`config.mk`:
```
export PLATFORM = sky130hd
export DESIGN_NAME = uart_tx_fifo
export DESIGN_NICKNAME = d
export VERILOG_FILES = /design/src/rtl/uart_pkg.sv /design/src/rtl/uart_sync_fifo.sv /design/src/rtl/uart_tx_fifo.sv
export SDC_FILE = /design/constraint.sdc
export NUM_CORES = 1
export LEC_CHECK = 0
export ABC_AREA = 1
export CAP_MARGIN = 0
export CORE_ASPECT_RATIO = 0.6
export CORE_UTILIZATION = 60
export CTS_CLUSTER_DIAMETER = 200
export DETAILED_ROUTE_END_ITERATION = 8
export GPL_ROUTABILITY_DRIVEN = 0
export PLACE_DENSITY = 0.78
export SLEW_MARGIN = 20
export SYNTH_ARGS = -nofsm -noshare
export SYNTH_HDL_FRONTEND = slang
export SYNTH_SLANG_ARGS = --single-unit
```
`constraint.sdc`:
```
create_clock -name i_clk -period 2.7 [get_ports i_clk]
set_input_delay 0.54 -clock i_clk [delete_from_list [all_inputs] [get_ports i_clk]]
set_output_delay 0.54 -clock i_clk [all_outputs]
set_load 0.005 [all_outputs]
```
`src/rtl/uart_pkg.sv`:
```
// uart_pkg: shared UART constants, FSM state type and parity helper for uart_tx / uart_rx
// Contents: default CLKS_PER_BIT, data/frame bit counts, uart_state_e.
// Build option: UART_TX_PARITY_EN adds the PARITY state, the 11-bit frame and parity_bit().
package uart_pkg;
  localparam int CLKS_PER_BIT_DEF = 434;
  localparam int DATA_BITS = 8;
`ifdef UART_TX_PARITY_EN
  localparam int FRAME_BITS = 11;
`else
  localparam int FRAME_BITS = 10;
`endif
  typedef enum logic [2:0] {
    S_IDLE,
    S_LOAD,
    S_START,
    S_DATA,
`ifdef UART_TX_PARITY_EN
    S_PARITY,
`endif
    S_STOP
  } uart_state_e;
`ifdef UART_TX_PARITY_EN
  function automatic logic parity_bit(input logic [7:0] b, input logic odd);
    return odd ? ~^b : ^b;
  endfunction
`endif
endpackage

```
`src/rtl/uart_sync_fifo.sv`:
```
// uart_sync_fifo: synchronous FIFO with registered full flag and occupancy count
// Ports: i_clk, i_rst (async, active-high), i_push/i_data (ignored while full),
//        i_pop (ignored while empty), o_data (head, combinational),
//        o_full (registered), o_empty, o_count (0..DEPTH).
// DEPTH must be a power of two so the pointers wrap naturally.
module uart_sync_fifo #(
  parameter int WIDTH = 8,
  parameter int DEPTH = 16
) (
  input  logic                     i_clk,
  input  logic                     i_rst,
  input  logic                     i_push,
  input  logic [WIDTH-1:0]         i_data,
  input  logic                     i_pop,
  output logic [WIDTH-1:0]         o_data,
  output logic                     o_full,
  output logic                     o_empty,
  output logic [$clog2(DEPTH):0]   o_count
);
  localparam int AW = $clog2(DEPTH);
  localparam int CW = AW + 1;
  logic [WIDTH-1:0] mem_q [DEPTH];
  logic [AW-1:0] wr_ptr_q, rd_ptr_q;
  logic [CW-1:0] cnt_q, cnt_d;
  logic full_q, push_ok, pop_ok;
  assign push_ok = i_push && !full_q;
  assign pop_ok = i_pop && cnt_q != '0;
  assign cnt_d = cnt_q + CW'(push_ok) - CW'(pop_ok);
  always_ff @(posedge i_clk or posedge i_rst)
    if (i_rst) begin
      wr_ptr_q <= '0;
      rd_ptr_q <= '0;
      cnt_q <= '0;
      full_q <= 1'b0;
    end else begin
      wr_ptr_q <= wr_ptr_q + AW'(push_ok);
      rd_ptr_q <= rd_ptr_q + AW'(pop_ok);
      cnt_q <= cnt_d;
      full_q <= cnt_d == CW'(DEPTH);
    end
  always_ff @(posedge i_clk)
    if (push_ok) mem_q[wr_ptr_q] <= i_data;
  assign o_data = mem_q[rd_ptr_q];
  assign o_full = full_q;
  assign o_empty = cnt_q == '0;
  assign o_count = cnt_q;
endmodule

```
`src/rtl/uart_tx_fifo.sv`:
```
// uart_tx_fifo: buffered 8N1 UART transmitter, LSB first, fed through a byte FIFO
// Ports: i_clk, i_rst (async, active-high), i_tx_byte_rdy/i_tx_byte (push when o_tx_ready),
//        o_tx_ready (FIFO not full, registered), o_tx_serial (idles high),
//        o_tx_active (start..stop), o_tx_done (last clock of stop bit),
//        o_fifo_count (queued bytes, excluding the one on the wire).
// Build option: UART_TX_PARITY_EN inserts a parity bit (PARITY_ODD selects odd) for an 11-bit frame.
module uart_tx_fifo
  import uart_pkg::*;
#(
  parameter int CLKS_PER_BIT = CLKS_PER_BIT_DEF,
  parameter int FIFO_DEPTH = 16
`ifdef UART_TX_PARITY_EN
  ,
  parameter int PARITY_ODD = 0
`endif
) (
  input  logic                         i_clk,
  input  logic                         i_rst,
  input  logic                         i_tx_byte_rdy,
  input  logic [7:0]                   i_tx_byte,
  output logic                         o_tx_ready,
  output logic                         o_tx_serial,
  output logic                         o_tx_active,
  output logic                         o_tx_done,
  output logic [$clog2(FIFO_DEPTH):0]  o_fifo_count
);
  localparam int BW = CLKS_PER_BIT > 1 ? $clog2(CLKS_PER_BIT) : 1;
  uart_state_e state_q, state_d;
  logic [BW-1:0] baud_q, baud_d;
  logic [2:0] bit_q, bit_d;
  logic [7:0] shift_q, shift_d, fifo_data;
  logic fifo_full, fifo_empty, bit_end;
`ifdef UART_TX_PARITY_EN
  logic par_q, par_d;
`endif
  uart_sync_fifo #(.WIDTH(8), .DEPTH(FIFO_DEPTH)) u_fifo (
    .i_clk   (i_clk),
    .i_rst   (i_rst),
    .i_push  (i_tx_byte_rdy),
    .i_data  (i_tx_byte),
    .i_pop   (state_q == S_LOAD),
    .o_data  (fifo_data),
    .o_full  (fifo_full),
    .o_empty (fifo_empty),
    .o_count (o_fifo_count)
  );
  assign bit_end = baud_q == BW'(CLKS_PER_BIT - 1);
  // Baud counter only runs inside a bit cell and restarts at every cell boundary, so frames never drift.
  assign baud_d = (state_q == S_IDLE || state_q == S_LOAD || bit_end) ? '0 : baud_q + 1'b1;
  always_comb begin
    state_d = state_q;
    bit_d = bit_q;
    shift_d = shift_q;
`ifdef UART_TX_PARITY_EN
    par_d = par_q;
`endif
    o_tx_serial = 1'b1;
    case (state_q)
      S_IDLE: state_d = fifo_empty ? S_IDLE : S_LOAD;
      S_LOAD: begin
        state_d = S_START;
        shift_d = fifo_data;
        bit_d = '0;
`ifdef UART_TX_PARITY_EN
        par_d = parity_bit(fifo_data, PARITY_ODD[0]);
`endif
      end
      S_START: begin
        o_tx_serial = 1'b0;
        state_d = bit_end ? S_DATA : S_START;
      end
      S_DATA: begin
        o_tx_serial = shift_q[0];
        if (bit_end) begin
          shift_d = shift_q >> 1;
          bit_d = bit_q + 1'b1;
`ifdef UART_TX_PARITY_EN
          state_d = bit_q == 3'(DATA_BITS - 1) ? S_PARITY : S_DATA;
`else
          state_d = bit_q == 3'(DATA_BITS - 1) ? S_STOP : S_DATA;
`endif
        end
      end
`ifdef UART_TX_PARITY_EN
      S_PARITY: begin
        o_tx_serial = par_q;
        state_d = bit_end ? S_STOP : S_PARITY;
      end
`endif
      S_STOP: state_d = !bit_end ? S_STOP : fifo_empty ? S_IDLE : S_LOAD;
      default: state_d = S_IDLE;
    endcase
  end
  always_ff @(posedge i_clk or posedge i_rst)
    if (i_rst) begin
      state_q <= S_IDLE;
      baud_q <= '0;
      bit_q <= '0;
      shift_q <= '0;
`ifdef UART_TX_PARITY_EN
      par_q <= 1'b0;
`endif
    end else begin
      state_q <= state_d;
      baud_q <= baud_d;
      bit_q <= bit_d;
      shift_q <= shift_d;
`ifdef UART_TX_PARITY_EN
      par_q <= par_d;
`endif
    end
  assign o_tx_ready = !fifo_full;
  assign o_tx_active = state_q != S_IDLE && state_q != S_LOAD;
  assign o_tx_done = state_q == S_STOP && bit_end;
endmodule

```
## Yosys cells after proc, flatten, opt, wreduce, memory -nomap -nowiden

Memory sizes are Yosys's and may differ from the RTL's.
Index checks and enable logic that the tools add are counted.

- Bits in registers: 37
- Memory bits (writable): 128
- Bits of input ports: 11
- Output and inout bits: 9
- Word-level logic and storage cells: 51
- Memories kept: 1

Memories:

| memory | words | bits a word | rd ports | clocked after memory_dff | wr ports | line | RTL |
|---|---|---|---|---|---|---|---|
| u_fifo.mem_q | 16 | 8 | 1 | 0 | 1 | uart_sync_fifo.sv:22 | `logic [WIDTH-1:0] mem_q [DEPTH];` |

- $add $sub $neg: 6
- Eq/ne operators: 9
- Multiplexer cells: 14
- Reductions and logical operators: 13

Operator list:

| operator | number |
|---|---|
| $pmux W8 S2 | 1 |
| $pmux W3 S5 | 1 |
| $mux W3 | 4 |
| $add A9 B1 Y9 const B | 1 |
| $eq A9 B9 Y1 const B | 1 |
| $mux W9 | 1 |
| $add A4 B1 Y4 | 2 |
| $mux W8 | 1 |
| $eq A3 B2 Y1 const B | 2 |
| $eq A3 B3 Y1 const B | 2 |
| $pmux W3 S2 | 1 |
| $add A5 B1 Y5 | 1 |
| $eq A5 B5 Y1 const B | 1 |
| $logic_not A5 Y1 | 1 |
| $reduce_bool A5 Y1 | 1 |
| $sub A5 B1 Y5 | 1 |
| $logic_and A1 B1 Y1 | 4 |
| $mux W1 | 4 |
| $add A3 B1 Y3 const B | 1 |
| $eq A3 B1 Y1 const B | 1 |
| $logic_not A3 Y1 | 1 |
| $ne A3 B1 Y1 const B | 1 |
| $reduce_bool A3 Y1 | 1 |
| $logic_or A1 B1 Y1 | 2 |
| 5 further kinds | 5 |

## Logic depth before layout (Yosys ltp)

- Depth after elaboration: 5
- Depth in mapped cells: 14
- Gate-level depth less buffers: 14

## Modules after synthesis

Synthesis repeated with hierarchy kept, for this count alone.

- Cells, all modules: 795
- Area total of the unflattened synthesis: 7677.4 um^2

By module, submodules not included:

| module | instances | cells each | area an instance (um^2) | seq. area each (um^2) |
|---|---|---|---|---|
| uart_sync_fifo | 1 | 606 | 6296.0 | 4194.0 |
| uart_tx_fifo | 1 | 189 | 1381.3 | 575.6 |

## Worst setup path after synthesis

OpenSTA, ideal clock, no wires.

- Path kind: reg2reg
- From: register state_q[2]
- To: register u_fifo.full_q (netlist: u_fifo.o_full)
- Setup time: 0.126 ns
- Arrival: 2.299 ns
- Required time: 2.574 ns
- Setup slack: 0.276 ns
- Cell stages (with the launch flop): 14
- Buffers on the path: 0
- Period minus slack after synthesis: 2.424 ns
- Cell sequence: dfrtp_1 > nor2_1 > inv_1 > nor2_1 > inv_1 > a31oi_1 > ha_1 > inv_1 > ha_1 > inv_1 > fa_1 > o21ai_0 > xor2_1 > nor3_1

- Longest elaborated chain between the ends: 4

Ends and longest elaborated chain:

| element | line | RTL |
|---|---|---|
| from (decl) | uart_tx_fifo.sv:28 | `uart_state_e state_q, state_d;` |
| from (signal assigned) | uart_tx_fifo.sv:104 | `state_q <= state_d;` |
| $eq A3 B1 Y1 | uart_tx_fifo.sv:41 | `.i_pop (state_q == S_LOAD),` |
| $logic_and A1 B1 Y1 | uart_sync_fifo.sv:27 | `assign pop_ok = i_pop && cnt_q != '0;` |
| $sub A5 B1 Y5 | uart_sync_fifo.sv:28 | `assign cnt_d = cnt_q + CW'(push_ok) - CW'(pop_ok);` |
| $eq A5 B5 Y1 | uart_sync_fifo.sv:39 | `full_q <= cnt_d == CW'(DEPTH);` |
| to (signal assigned) | uart_sync_fifo.sv:39 |  |
| to (decl) | uart_sync_fifo.sv:25 | `logic full_q, push_ok, pop_ok;` |

Every way passes these cells.
A chain may end at the register's enable or synchronous reset.

## Final worst setup path

Ends and elaborated chain as after synthesis.

==> PnR_summary.wiki <==
{| class="wikitable"
! Metric !! Value
|-
| Status || complete, no violations
|-
| Die area || ~12000 um^2
|-
| Total number of vias || between 4000 and 5000
|-
| Fmax achieved || between 0.3 and 0.4 GHz
|-
| Data required time of the critical path || about 3 ns
|-
| Dominant synthesized flop cell || edfxtp_1
|-
| PwrDens || ~800 nW/um^2
|-
| Fraction of the yosys area taken by sequential cells || 0.668
|-
| Core box area || 11400 um^2
|-
| Worst setup startpoint || state_q[2]
|-
| Vias per std cell || between 5 and 6
|-
| Startpoint type of the worst setup path || register
|-
| Clock slew at the register clock pins of the worst setup and hold paths || 0.06 ns
|-
| Growth of design area from synthesis to finish || 13.8%
|-
| Post-synth EDFFs || roughly 130
|-
| Depth of the CTS H-tree || 4
|-
| Complex-gate fraction of the synthesized area || 0.0470
|-
| Flip-flop and latch count after synthesis || ~170
|-
| IO Pins || 20
|-
| Simple-gate area share of the yosys netlist || 0.197
|-
| Max incr delay on CP || between 0.4 and 0.5 ns
|-
| Critical Path Slowest Stage Cell || dfrtp_1
|-
| Setup TNS || 0 ns
|-
| Post-Syn Instances || 662
|-
| Final setup violation count || 0
|-
| Worst Clk Skew || between 0.007 and 0.008 ns
|-
| Share of flip-flops with an asynchronous set or reset after synthesis || 0.224
|-
| Leakage power total || around 3.3 nW
|-
| Die Y-Extent || 86.5 um
|-
| Remaining number of nets flagged by the antenna check after routing || 0
|-
| Count of different cell masters after synthesis || 32
|-
| Pin count of the biggest net entering global routing || between 70 and 80
|-
| Global-route wire length before repair || approximately 25000 um
|-
| Post-synthesis share of cell area spent on xor and xnor gates || 0.00982
|-
| Half-perimeter wire length after placement || 10200 um
|-
| Clock period minus worst slack || roughly 2.6 ns
|-
| GRT Overall Usage || 0.284
|-
| Antenna diode count || 0
|-
| Synth cell count leaders || nand2_1, edfxtp_1, nor2_1, nand3_1, inv_1
|-
| Classification of the worst setup path || reg2reg
|-
| Worst IR drop on VDD || 0.517 mV
|-
| R2r endpoint || u_fifo.o_full
|-
| Buffer cell driving the clock tree root || clkbuf_16
|-
| Combinational family with the most area after synthesis || simple AND/OR/NAND/NOR gates
|-
| Largest cells by area after synthesis || edfxtp_1, dfrtp_1, nand2_1, nor2_1, nand3_1
|-
| Count of buffers inserted at the top-level ports || 19
|-
| Antenna violations before repair || 0
|-
| Critical Path End Type || register
|-
| Initial Util || 0.623
|-
| Count of cells along the worst register-to-register path || 13
|-
| Critical path peak fanout || 4
|-
| Slew at the pin with the worst max-slew slack || ~0.75 ns
|-
| Post-synthesis net count || about 690
|-
| Final Cycle Share || 0.957
|-
| Total detailed-routing wirelength || 15800 um
|-
| Number of rows created at floorplan || 30
|-
| Most common cell type on the critical path || inv_1
|-
| R2r startpoint || state_q[2]
|-
| Share of post-route cells with drive strength above 1 || 0.107
|-
| Reg-to-reg setup timing slack || 0.12 ns
|-
| Area share of the leading cell type in the synthesized netlist || 0.538
|-
| Count of max-cap constraint violations || 0
|-
| Cell Chain, Critical Path || nor2_1, inv_1, nor2_1, inv_1, a31oi_2, ha_1, inv_1, ha_1, inv_1, fa_1, o21ai_1, xor2_1, nor3_1
|-
| Portion of netlist area occupied by mux cells || 0
|-
| Combined area of all synthesized cells || around 7100 um^2
|-
| Count of final max-slew check failures || 0
|-
| TritonCTS clock tree || done
|-
| Maximum count of clock buffers along a single path || 2
|-
| Iteration count of the initial detailed-routing pass || 5
|-
| Leading area contributor after synthesis || edfxtp_1
|-
| Final-stage net count || a little over 700
|-
| Synthesis warning total || 0
|-
| Number of buffers created by CTS || 17
|-
| Wirelength per Cell || 18.1 um
|-
| Adder-cell area share of the yosys netlist || 0.0273
|-
| Hold slack || 0.441 ns
|-
| Headroom to the max-slew limit || 0.501
|-
| Leading cell type by number of instances after synthesis || nand2_1
|-
| Die Width || 143 um
|-
| Type of the tightest min-delay check || in2async
|-
| Grt ovf || 0
|-
| Clk sink count || ~170
|-
| # DRC || 0
|-
| Clock network latency to the later pin of the worst-skew pair || about 0.43 ns
|-
| CP arrival || between 2 and 3 ns
|-
| Synth Area per Inst || around 11 um^2
|-
| Total count of hold-check failures in the final report || 0
|-
| First-iteration detailed-routing DRC count || around 530
|-
| Number of global-route vias before repair || between 4000 and 5000
|}
==> metrics by stage <==
stage	cell area (um^2)	power (mW)	worst slack, ns	utilization	std cells
after global routing	8130	6.64	-0.0250	0.710	873
final	8130	6.38	0.117	0.710	873
after global placement	7540	4.10	0.184	0.658	839
after floorplan	7140	3.73	0.276	-	662
after CTS	8100	6.40	0.0183	0.707	871
after detailed placement	7540	4.16	0.0322	0.658	839
==> cell usage in the layout, fill, tap and decap left out, types with 3 or more instances in the layout <==
cell / n
clkbuf_16: 18
clkinv_4: 3
nand3_1: 68
clkinv_2: 3
nand2_2: 3
o21ai_1: 8
edfxtp_1: 128
nor3_1: 6
inv_1: 42
inv_2: 5
o211ai_1: 5
dfrtp_1: 36
nor2_1: 103
ha_1: 14
o21ai_0: 24
nand2_1: 143
nor2_2: 3
xor2_1: 7
a21oi_1: 23
buf_4: 27
clkdlybuf4s50_1: 19
==> logic make-up after synthesis <==
kind of cell             after synthesis
AND/OR/NAND/NOR                      336
flip-flops                           165
buffers and inverters                 75
AO/OA/AOI/OAI                         63
adder cells (fa/ha/maj)               15
XOR/XNOR                               8
==> worst max-delay path by stage <==
stage | to | slack [ns] | cells after the start
floorplan | u_fifo.o_full | 0.28 | 13
global placement | u_fifo.o_full | 0.18 | 13
detailed placement | u_fifo.o_full | 0.03 | 13
CTS | u_fifo.o_full | 0.02 | 13
global route | u_fifo.o_count[4] | -0.02 | 13
finish | u_fifo.o_full | 0.12 | 13
==> routing by layer <==
layer / up-vias / global-route usage / share of wire
li1: 2305 / - / -
met1: 2356 / 0.412 / 0.44
met2: 255 / 0.434 / 0.45
met3: 28 / 0.0630 / 0.093
met4: 0 / 0.0909 / 0.015
met5: - / 0 / 0
==> registers in the layout, summed over array words and instances (netlist names) <==
| register | count |
|---|---|
| u_fifo.mem_q | 128 |
| u_fifo.o_full | 1 |
| u_fifo.rd_ptr_q | 4 |
| u_fifo.wr_ptr_q | 4 |
| state_q | 3 |
| shift_q | 8 |
| baud_q | 9 |
| bit_q | 3 |
| u_fifo.o_count | 5 |
==> worst max-delay path, delay by kind of cell, from the launching register on <==
kind / cells / cell delay (ns)
adder cells (fa/ha/maj): 3 / 0.82
buffers and inverters: 4 / 0.31
XOR/XNOR: 1 / 0.22
AO/OA/AOI/OAI: 2 / 0.36
flip-flops: 1 / 0.42
AND/OR/NAND/NOR: 3 / 0.35
==> repair_timing <==
item,in CTS,in global routing
resized for setup,1,4
pin swaps,0,1
buffers inserted,0,2
hold buffers,0,0
endpoints found under the setup margin,1,3
==> cell type report <==
| cell class | instances | area, um^2 |
|---|---|---|
| flip-flops and latches | 165 | 4770 |
| fillers | 797 | 3320 |
| multi-input cells | 422 | 2030 |
| clock buffers | 22 | 485 |
| repair buffers | 46 | 393 |
| well taps | 160 | 200 |
| inverters | 48 | 180 |
| clock inverters | 10 | 70.1 |
==> power by group <==
group | leakage (nW) | switching [mW] | internal [mW] | total, mW
logic | 1.45 | 0.589 | 0.361 | 0.950
registers | 1.60 | 0.131 | 3.05 | 3.18
clock network | 0.276 | 0.973 | 1.28 | 2.26
No activity file was read; power rests on OpenSTA's default activity.
==> variant 1, RTL diff (config.mk and constraints unchanged) <==
The 5 states of `uart_state_e` get a Gray code encoding in 3 bits.
--- a/src/rtl/uart_pkg.sv
+++ b/src/rtl/uart_pkg.sv
@@ -11,12 +11,12 @@
 `endif
   typedef enum logic [2:0] {
-    S_IDLE,
-    S_LOAD,
-    S_START,
-    S_DATA,
+    S_IDLE  = 3'b000,
+    S_LOAD  = 3'b001,
+    S_START = 3'b011,
+    S_DATA  = 3'b010,
 `ifdef UART_TX_PARITY_EN
     S_PARITY,
 `endif
-    S_STOP
+    S_STOP  = 3'b110
   } uart_state_e;
 `ifdef UART_TX_PARITY_EN
Formal check against the unedited RTL: no difference found for any inputs over 10 cycles, from zero or initial values and one cycle with i_rst high; not proved beyond that.
==> variant 1 against the original RTL <==
- worst hold slack better by 0.051 ns
- clock power up 7%
- via count down 0.81%
- sequential cell count unchanged
- die area up 0.10%
- count of clock-buffer cells in the layout unchanged
- sequential share of layout area down 0.22 points
- area after synthesis up 0.11%
- design area up 0.37%
- routed wire length up 1.4%
- total power up 2.6%
- worst setup slack better by 0.0019 ns
- critical endpoint unchanged
- largest power group unchanged
==> variant 1: results (changes against the original RTL) <==
Dpl ws: 0.0791 ns (+0.0469 ns)
Multi-input combinational area share: 0.247 (-0.00230)
Leak Pwr: 3.34 nW (+0.37%)
#MultiIn Comb: 415 (-1.7%)
CTS H-tree depth: 4 (unchanged)
Largest net degree at the start of global routing: 56 (-23%)
Final std cells w/o fill: 865 (-0.92%)
Vias per cell: 5.67 (+0.11%)
Max transition margin: 0.460 (-0.0412)
Buffering overhead: 0.0473 (-0.00110)
Unique cell type count in the Yosys netlist: 36 (+13%)
Slew Limit Fails: 0 (unchanged)
Initial DRC count: 504 (-5.4%)
HPWL Detailed: 10200 µm (+0.82%)
Result of the run: completed
GRT Total Usage: 0.284 (-0.000651)
Vias in the first global route: 4810 (-0.62%)
Top_reg_cell synth: edfxtp_1
Global-route wire length before repair: 25000 µm (-0.60%)
Filler cell count: 779 (-2.3%)
Nets: 718 (-1.1%)
Ranking of synthesized cells by area: edfxtp_1 54%, dfrtp_1 13%, nand2_1 7.1%
Finished Cell Area: 8160 µm² (+0.37%)
Crit Path Max Fanout: 3 (-1)
Register area share after synthesis: 0.667 (-0.000702)
Clk_skew: 0.0101 ns (+0.00297 ns)
TritonCTS buffer count: 17 (unchanged)
Syn Area/Cell: 10.9 µm² (+1.3%)
Share of layout cells above drive strength 1: 0.116 (+0.00972)
Non-Clock Buffer Count: 45 (-2.2%)
Slowest CP cell: dfrtp_1
Setup Fix Bufs, Post-CTS: 0 (unchanged)
Clk cell area share: 0.0735 (+0.00512)
Critical Path AT: 2.94 ns (+0.05 ns)
Placed cells: 833 (-0.72%)
Placed inst area: 7540 µm² (about the same)
Worst vdd ir: 0.592 mV (+15%)
Worst min path class: flip-flop to flip-flop
Syn_nets: 680 (-1.2%)
Top cells by count, synth: 135 x nand2_1, 128 x edfxtp_1, 103 x nor2_1, 73 x nand3_1, 40 x inv_1
Area Overhead vs Synth: 14.1%
Slowest stage delay, CP: 0.40 ns (-0.02 ns)
-- variant 1: cell count changes in the layout (fill, tap and decap cells not counted), moves of 3 or more --
cell     change
nand3_1      +5
nand2_1      -9
o21ai_0      -5
nor2_1       -3
-- variant 1: cell families after synthesis --
logic type	synth area share
XOR/XNOR	0.00981
flip-flops	0.667
adder cells (fa/ha/maj)	0.0273
buffers and inverters	0.0531
AO/OA/AOI/OAI	0.0438
AND/OR/NAND/NOR	0.199
-- variant 1: power by group --
part / internal, mW / total, mW / switching [mW]
Sequential: 3.05 / 3.17 / 0.121
Combinational: 0.357 / 0.967 / 0.610
Clock: 1.38 / 2.41 / 1.03
-- variant 1: routing by layer --
metal | up-vias | track usage | share of wire | wire, µm
met2 | 230 | 0.415 | 0.45 | 7180
met5 | - | 0 | 0 | 0
li1 | 2287 | - | - | -
met4 | 0 | 0.0968 | 0.011 | 173
met3 | 22 | 0.0840 | 0.099 | 1590
met1 | 2365 | 0.410 | 0.44 | 7100
-- variant 1: tightest hold or removal path, stage by stage (launching register included) --
cell and delay, ns:
dfrtp_1 0.35, nand2_1 0.06, nand2_1 0.05
-- variant 1: final timing paths --
check | depth (start not counted) | slack, ns | to | startpoint
max in group asynchronous | 3 | 1.58 | shift_q[7] | i_rst
min | 2 | 0.49 | shift_q[3] | shift_q[3]
max reg2reg | 12 | 0.12 | u_fifo.o_full | u_fifo.o_count[2]
min reg2reg | 2 | 0.49 | shift_q[3] | shift_q[3]
min in group asynchronous | 2 | 0.50 | u_fifo.wr_ptr_q[0] | i_rst
max | 12 | 0.12 | u_fifo.o_full | u_fifo.o_count[2]
-- variant 1: repair_timing --
action,in CTS,in global routing
resized for setup,0,6
setup endpoints to repair,0,2
hold buffers,0,0
==> variant 2, RTL diff (config.mk and constraints unchanged) <==
Without the edit above. Add a define of `UART_TX_PARITY_EN`.
--- a/src/rtl/uart_pkg.sv
+++ b/src/rtl/uart_pkg.sv
@@ -2,4 +2,6 @@
 // Contents: default CLKS_PER_BIT, data/frame bit counts, uart_state_e.
 // Build option: UART_TX_PARITY_EN adds the PARITY state, the 11-bit frame and parity_bit().
+`define UART_TX_PARITY_EN
+
 package uart_pkg;
   localparam int CLKS_PER_BIT_DEF = 434;
Check against the original RTL: no difference found for any inputs over 10 cycles, from zero or initial values and one cycle with i_rst high; that may be too few to reach the edited logic, so the function may still have changed.
==> variant 2 against the original RTL <==
- clock power is 8% higher
- area after synthesis up 3.1%
- clock skew grew 0.0076 ns
- worst hold slack better by 0.044 ns
- critical path depth fell by 3
- utilization increased by 2.0 points
- routed wire length rose by 7.8%
- design area grew 4.5%
- total power up 4.8%
- cell count is 8.6% higher
- worst setup slack worse by 0.077 ns
- via count increased by 8.6%
- non-clock buffer count rose by 3
- sequential cell count rose by 1
==> variant 2: results (changes against the original RTL) <==
Max layer used: met4
Slowest CP cell: fa_2
Vias in the first global route: 5134 (+6.1%)
Number of flops mapped to enable cells by yosys: 128 (unchanged)
Top cells by count, synth: 232 x nand2_1, 128 x edfxtp_1, 94 x nor2_1, 61 x inv_1, 55 x nand3_1
Hold endpoint: shift_q[4]
Initial DRC count: 449 (-16%)
Tot Pwr: 6.69 mW (+4.8%)
Placed cells: 913 (+8.8%)
Dpl ws: -0.0506 ns (-0.0827 ns)
Syn_nets: 755 (+9.7%)
Crit path to: u_fifo.o_full
Worst Tran Pin Value: 0.757 ns (+0.00965 ns)
CP Launch Point: u_fifo.o_count[3]
Worst vdd ir: 0.617 mV (+19%)
Largest net degree at the start of global routing: 56 (-23%)
GR Layer Usage met1: 0.377 (-0.0350)
Final WS setup: 0.0396 ns (-0.0773 ns)
Async SR Flop Fraction: 0.229 (+0.00467)
WL met2: 7650 µm (+7.1%)
Maximum clock path buffer count: 2 (unchanged)
CTS H-tree depth: 4 (unchanged)
Leak Pwr: 3.67 nW (+10%)
Ranking of synthesized cells by area: edfxtp_1 52%, dfrtp_1 13%, nand2_1 12%
Slowest stage delay, CP: 0.47 ns (+0.05 ns)
Clk_skew: 0.0147 ns (+0.00757 ns)
Psw: 1.75 mW (+3.5%)
Crit Path Max Fanout: 3 (-1)
Final std cells w/o fill: 948 (+8.6%)
CTS clk-pin slew, worst paths: 0.06 ns (about the same)
GRT Total Usage: 0.285 (+0.000350)
Result of the run: completed
Final wirelength: 17100 µm (+7.8%)
Via Count: 5367 (+8.6%)
Share of layout cells above drive strength 1: 0.0990 (-0.00761)
Drt pass-1 iters: 5 (unchanged)
Top flop regs: u_fifo.mem_q x128, baud_q x9, shift_q x8
HPWL Detailed: 11200 µm (+9.9%)
Filler cell count: 772 (-3.1%)
Unique cell type count in the Yosys netlist: 37 (+16%)
M1 WL: 7260 µm (+4.0%)
Global-route wire length before repair: 26500 µm (+5.1%)
GR Layer Usage met2: 0.440 (+0.00564)
Clock power share: 0.365 (+0.012)
Critical Path AT: 3.01 ns (+0.12 ns)
R2R depth: 10 (-3)
Nets: 801 (+10%)
Syn Area/Cell: 10.1 µm² (-6.4%)
Worst min path class: flip-flop to flip-flop
WL met3: 1790 µm (+22%)
Placed inst area: 7840 µm² (+4.0%)
Final hold slack: 0.485 ns (+0.0440 ns)
Multi-input combinational cell area: 2200 µm² (+8.8%)
Combinational power: 1.07 mW (+13%)
Register area share after synthesis: 0.651 (-0.0167)
Met3 GRT Util: 0.0927 (+0.0297)
## variant 2: changes by cell type in the layout (fill, tap and decap cells not counted), sizes merged, moves of 3 or more
cell / unedited run / this run
nand2: 146 / 232
a22o: 0 / 3
nor2: 108 / 96
o211ai: 5 / 1
a21oi: 23 / 15
o21ai: 33 / 25
buf: 27 / 30
inv: 50 / 66
nand3: 69 / 55
## variant 2: logic make-up (layout without fill, tap and decap cells)
family          after synthesis  after routing  share of synthesized area
compound gates               48             48                     0.0362
flops                       166            166                      0.651
buf+inv                      89            148                     0.0524
fa+ha+maj                    15             15                     0.0265
xor+xnor                      9              9                     0.0107
simple gates                402            402                      0.223
## variant 2: layout make-up
type,instances,area share
repair buffers,49,0.0504
clock buffers,23,0.0613
clock inverters,9,0.0103
well taps,160,0.0236
inverters,67,0.0299
flip-flops and latches,166,0.565
multi-input cells,474,0.260
## variant 2: timing repair
item | 4_1_cts | 5_1_grt
gates cloned | 0 | 0
endpoints found under the setup margin | 1 | 3
gates resized for setup | 2 | 8
buffers inserted | 0 | 3
